$ cat config.mk
export PLATFORM = sky130hd
export DESIGN_NAME = pim_lut_gather_seq
export DESIGN_NICKNAME = d
export VERILOG_FILES = /design/src/rtl/pim_lut_gather_seq.sv
export SDC_FILE = /design/constraint.sdc
export NUM_CORES = 1
export LEC_CHECK = 0
export ABC_AREA = 1
export BUFFER_PORTS_ARGS = -buffer_cell sky130_fd_sc_hd__buf_2
export CORE_UTILIZATION = 45
export DETAILED_ROUTE_END_ITERATION = 10
export GPL_TIMING_DRIVEN = 0
export HOLD_SLACK_MARGIN = 0.03
export PLACE_DENSITY = 0.71
export SYNTH_ARGS = -nofsm -noshare
export SYNTH_HDL_FRONTEND = slang
export SYNTH_SLANG_ARGS = --single-unit
$ cat constraint.sdc
create_clock -name clk -period 4.75 [get_ports clk]
set_input_delay 0.95 -clock clk [delete_from_list [all_inputs] [get_ports clk]]
set_output_delay 0.95 -clock clk [all_outputs]
set_load 0.01 [all_outputs]
$ cat src/rtl/pim_lut_gather_seq.sv
// rtl/pim_lut_gather_seq.sv - LUT index sequencer and 16-entry accumulator bank with valid/ready result.
// Optional build macro PIM_LUT_GATHER_SAT_EN: accumulate mode saturates at all-ones instead of wrapping.
module pim_lut_gather_seq #(
    parameter int NUM_ACC = 16,
    parameter int ACC_W   = 16,
    parameter int IDX_W   = 4
) (
    input  logic                     clk,
    input  logic                     rst_x,
    input  logic                     i_start,
    input  logic [NUM_ACC-1:0]       i_mask,
    input  logic                     i_accumulate,
    input  logic                     i_clear,
    output logic [IDX_W-1:0]         o_acc_idx,
    input  logic [ACC_W-1:0]         i_lut_result,
    input  logic [NUM_ACC-1:0]       i_lut_result_enable,
    output logic                     o_busy,
    output logic [NUM_ACC*ACC_W-1:0] o_acc_data,
    output logic                     o_valid,
    input  logic                     i_ready,
    output logic                     o_err
);

    typedef enum logic [1:0] {
        ST_IDLE,
        ST_WAIT,
        ST_SCAN,
        ST_DONE
    } state_t;

    state_t               state;
    state_t               state_nxt;
    logic [IDX_W-1:0]     scan_idx;
    logic [NUM_ACC-1:0]   mask_q;
    logic                 accum_q;
    logic                 err_q;
    logic [ACC_W-1:0]     acc [NUM_ACC];
    logic                 start_ok;
    logic                 clear_ok;
    logic                 in_scan;
    logic [NUM_ACC-1:0]   enable_exp;
    logic [ACC_W:0]       sum;
    logic [ACC_W-1:0]     add_val;
    logic [ACC_W-1:0]     new_val;

    assign start_ok = (state == ST_IDLE) && i_start;
    assign clear_ok = (state == ST_IDLE) && i_clear;
    assign in_scan  = (state == ST_SCAN);

    always_ff @(posedge clk or negedge rst_x) begin
        if (!rst_x) begin
            state <= ST_IDLE;
        end else begin
            state <= state_nxt;
        end
    end

    always_comb begin
        state_nxt = state;
        case (state)
            ST_IDLE: if (i_start) state_nxt = ST_WAIT;
            ST_WAIT: state_nxt = ST_SCAN;
            ST_SCAN: if (scan_idx == IDX_W'(NUM_ACC - 1)) state_nxt = ST_DONE;
            ST_DONE: if (i_ready) state_nxt = ST_IDLE;
            default: state_nxt = ST_IDLE;
        endcase
    end

    // The index counter sits at zero outside SCAN, so it doubles as the LUT index output.
    always_ff @(posedge clk or negedge rst_x) begin
        if (!rst_x) begin
            scan_idx <= '0;
        end else if (in_scan) begin
            scan_idx <= scan_idx + IDX_W'(1);
        end else begin
            scan_idx <= '0;
        end
    end

    always_ff @(posedge clk or negedge rst_x) begin
        if (!rst_x) begin
            mask_q  <= '0;
            accum_q <= 1'b0;
        end else if (start_ok) begin
            mask_q  <= i_mask;
            accum_q <= i_accumulate;
        end
    end

    assign enable_exp = {{(NUM_ACC-1){1'b0}}, 1'b1} << scan_idx;

    always_ff @(posedge clk or negedge rst_x) begin
        if (!rst_x) begin
            err_q <= 1'b0;
        end else if (in_scan && (i_lut_result_enable != enable_exp)) begin
            err_q <= 1'b1;
        end
    end

    always_comb begin
        sum = {1'b0, acc[scan_idx]} + {1'b0, i_lut_result};
`ifdef PIM_LUT_GATHER_SAT_EN
        add_val = sum[ACC_W] ? {ACC_W{1'b1}} : sum[ACC_W-1:0];
`else
        add_val = sum[ACC_W-1:0];
`endif
        new_val = accum_q ? add_val : i_lut_result;
    end

    // Clear has priority; it can only coincide with a start, never with a scan write.
    always_ff @(posedge clk or negedge rst_x) begin
        if (!rst_x) begin
            for (int k = 0; k < NUM_ACC; k++) acc[k] <= '0;
        end else if (clear_ok) begin
            for (int k = 0; k < NUM_ACC; k++) acc[k] <= '0;
        end else if (in_scan && mask_q[scan_idx]) begin
            acc[scan_idx] <= new_val;
        end
    end

    for (genvar g = 0; g < NUM_ACC; g++) begin : g_pack
        assign o_acc_data[g*ACC_W +: ACC_W] = acc[g];
    end

    assign o_acc_idx = scan_idx;
    assign o_busy    = (state != ST_IDLE);
    assign o_valid   = (state == ST_DONE);
    assign o_err     = err_q;

endmodule
==> flow_metrics.tcl <==
set metrics [dict create \
    status "completed" \
    cts-htree-levels 1 \
    timing.fmax_mhz 219.2 \
    synth-edff-count 0 \
    period_share_pct 96.05 \
    ctsRootBufferMaster "clkbuf_16" \
    n_antenna_cell 0 \
    synth_xor_area_share_pct 0.3535 \
    cpMostUsedCell "nand2_1" \
    p_sw_w 0.005605 \
    cts-hold-fix-buffers 0 \
    power_density_mw_per_mm2 625.2 \
    rows 66 \
    dieArea_mm2 0.03377 \
    crit_path_top_delay_cell "clkbuf_1" \
    yosys_most_used_dff "dfrtp_1" \
    synth-seq-cells 280 \
    cp-end-kind "flop" \
    hold_viol 0 \
    drt_iter0_drc 2075 \
    seqPwrFrac_pct 25.9 \
    finalSetupViolations 0 \
    fin_skew_ns 0.01931 \
    start_kind "flop" \
    worst_slew_pin_slew_ns 1.011 \
    finalNetCount 2298 \
    crit_type "flop to flop" \
    finalWirelength_um 61050 \
    rsz0062_at_grt "false" \
    grt_overflow 0 \
    grt_max_degree 121 \
    power_w 0.01137 \
    slew_viol_final 0 \
    cts_buffers 30 \
    die_w_um 183.8 \
    path_clk_slew_ns 0.07 \
    synth.avg_cell_area_um2 7.958 \
    io_pins 317 \
    synthArstFlopShare_pct 100.0 \
    min-delay-path-class "input port to async pin" \
    syn_to_final_growth_pct 22.35 \
    synthCells 1868 \
    postCtsSetupRepairBufs 0 \
    gp_congestion 0.9807 \
    netlist_area_mm2 0.01487 \
    clock_latency_ns 0.58 \
    slowest_delay_ns 0.44 \
    port_buffers 316 \
    layout-drive-gt1-share_pct 22.59 \
    cp.arrival_ns 5.06 \
    vias 15857 \
    pwr-share-clk_pct 21.8 \
    critPathRequiredTime_ns 5.25 \
    grt_pass1_vias 15185 \
    cts_sinks 280 \
    final_cells 2682 \
    cp_cell_sequence "buf_2, clkbuf_2, clkbuf_1, o21ai_0, o22ai_1, nand2_1, nand4_1, ha_1, nand2_1, inv_1, a21oi_1, nand2_1, inv_1, nor2_1, o21ai_0, nand3_1, nand2_1, clkbuf_2, nand2_1, nand2_1" \
    synth_top_family_by_area "simple AND/OR/NAND/NOR gates" \
    cts_buffer_depth 3 \
    route.detailed.drc 0 \
    ant_nets 0 \
    preCtsSetupSlack_ns -0.3666 \
    worstPathMaxFanout 10 \
    syn_nets 1948 \
    seq_area_frac_synth_pct 47.13 \
    placedCellCount 2628 \
    p_comb_share_pct 52.3 \
    start_util_pct 45.69 \
    period_minus_slack_ns 4.562 \
    cap_violations 0 \
    dieHeight_um 183.8 \
    p_int_w 0.005766 \
    slew_headroom_pct 31.89 \
    vias_per_cell 5.912 \
    antenna_found_initial 0 \
    dr.pass1.iters 7 \
    yosys.area_share.simple_pct 29.48 \
    p_sw_share_pct 49.29 \
    synth_compound_area_share_pct 13.06 \
    core_mm2 0.03254 \
    grt_pass1_wl_um 92080 \
    synth_warnings 0 \
    cts_tree "done" \
    worst_slack_ns 0.1876 \
    wl_per_cell_um 22.76 \
    synth.distinct_cells 40 \
    grt_usage_pct 36.12 \
    peakVddDrop_mv 0.2899 \
    p_leak_nw 9.927 \
    synth_adder_area_share_pct 2.239 \
    utilization_pct 55.90 \
    synth_mux_area_share_pct 1.338 \
    fill_cells 3129 \
    post-dp-hpwl_um 46190 \
]
==> final cells by class <==
type / count / area (µm²) / share of cell area (%)
flip-flops and latches: 280 / 7008 / 38.53
multi-input cells: 1380 / 6948 / 38.20
repair buffers: 318 / 1647 / 9.053
clock buffers: 47 / 945.9 / 5.201
plain buffers: 116 / 649.4 / 3.570
well taps: 442 / 553.0 / 3.041
inverters: 92 / 345.3 / 1.899
clock inverters: 7 / 91.34 / 0.5022
==> stage by stage <==
step | area (µm²) | hold slack, ns | TNS, ns
global route | 18190 | 0.3870 | 0
global placement | 17000 | 0.4433 | -717.62
finish | 18190 | 0.3295 | 0
CTS | 18140 | 0.3675 | 0
floorplan | 14870 | 0.4739 | 0
detailed placement | 17070 | 0.4685 | -18.37
==> flip-flops by register name (all words and copies together), names as in the netlist <==
signal,count
mask_q,16
o_acc_data,256
accum_q,1
state,2
o_acc_idx,4
o_err,1
==> power by group through the flow <==
stage	combinational (W)	clock, W	sequential (W)
2_1_floorplan	0.00344	0	0.00296
4_1_cts	0.00570	0.00248	0.00293
5_1_grt	0.00641	0.00257	0.00296
3_3_place_gp	0.00555	0	0.00296
3_5_place_dp	0.00562	0	0.00297
6_report	0.00595	0.00248	0.00294
==> placed cells by master, fill, tap and decap left out, types with 2 or more instances in the layout <==
cell	n
clkinv_2	4
buf_1	14
xnor2_1	5
buf_16	2
buf_2	328
o21ai_2	2
clkinv_1	5
buf_12	3
bufinv_16	2
o22ai_1	64
clkbuf_2	29
or2_2	3
nand2_2	2
mux2i_1	2
clkbuf_16	31
nand3_1	281
nand3b_1	4
nor3_1	3
nand2_1	444
nand3_4	16
nor2_1	178
nand2_4	14
dfrtp_1	279
buf_6	14
a21oi_1	18
o21ai_0	241
ha_1	25
clkbuf_1	46
clkbuf_8	11
o21bai_1	3
inv_2	19
inv_1	68
nand4_1	18
mux2_2	15
o22ai_2	3
o21ai_1	25
==> worst max-delay path: cells and delay by family (launching register included) <==
family / cells / cell delay [ns]
and+or+nand+nor: 9 / 1.32
DFF: 1 / 0.41
buffers and inverters: 6 / 1.64
AOI/OAI and AO/OA: 4 / 0.76
adders and majority gates: 1 / 0.34
==> final timing paths <==
check                      slack [ns]         endpoint  cells after the start    startpoint
max in group asynchronous        3.35  o_acc_data[187]                      2         rst_x
setup / recovery                 0.19   o_acc_data[59]                     20  o_acc_idx[1]
setup reg to reg                 0.19   o_acc_data[59]                     20  o_acc_idx[1]
hold reg to reg                  0.49            o_err                      2         o_err
hold / removal                   0.33   o_acc_data[83]                      1         rst_x
min in group clk                 0.49            o_err                      2         o_err
==> routing by layer <==
layer  wire, µm  up-vias  global-route usage [%]
met3       6797      150                   7.567
met1      24530     7663                   49.43
met4       2655        0                   15.30
li1           -     7008                       -
met2      27070     1036                   55.50
met5          0        -                       0
==> cell families after synthesis <==
group | Yosys count
AND/OR/NAND/NOR | 966
AO/OA/AOI/OAI | 364
flip-flops | 280
buffers and inverters | 208
adder cells (fa/ha/maj) | 26
multiplexers | 18
XOR/XNOR | 6
==> Yosys cell counts, types with 16 or more instances <==
library cell	count	share of area [%]
a21oi_1	19	0.64
buf_1	17	0.43
clkbuf_1	72	1.8
dfrtp_1	280	47
ha_1	25	2.1
inv_1	68	1.7
inv_2	19	0.48
nand2_1	446	11
nand3_1	281	9.5
nand3_4	16	1.9
nand4_1	18	0.76
nor2_1	178	4.5
o21ai_0	241	8.1
o21ai_1	27	0.91
o22ai_1	67	2.8
==> what timing repair did <==
action / CTS / global route
gates resized for setup: 19 / 48
gates cloned: 0 / 0
setup endpoints to repair: 100 / 130
No activity file was read; power rests on OpenSTA's default activity.
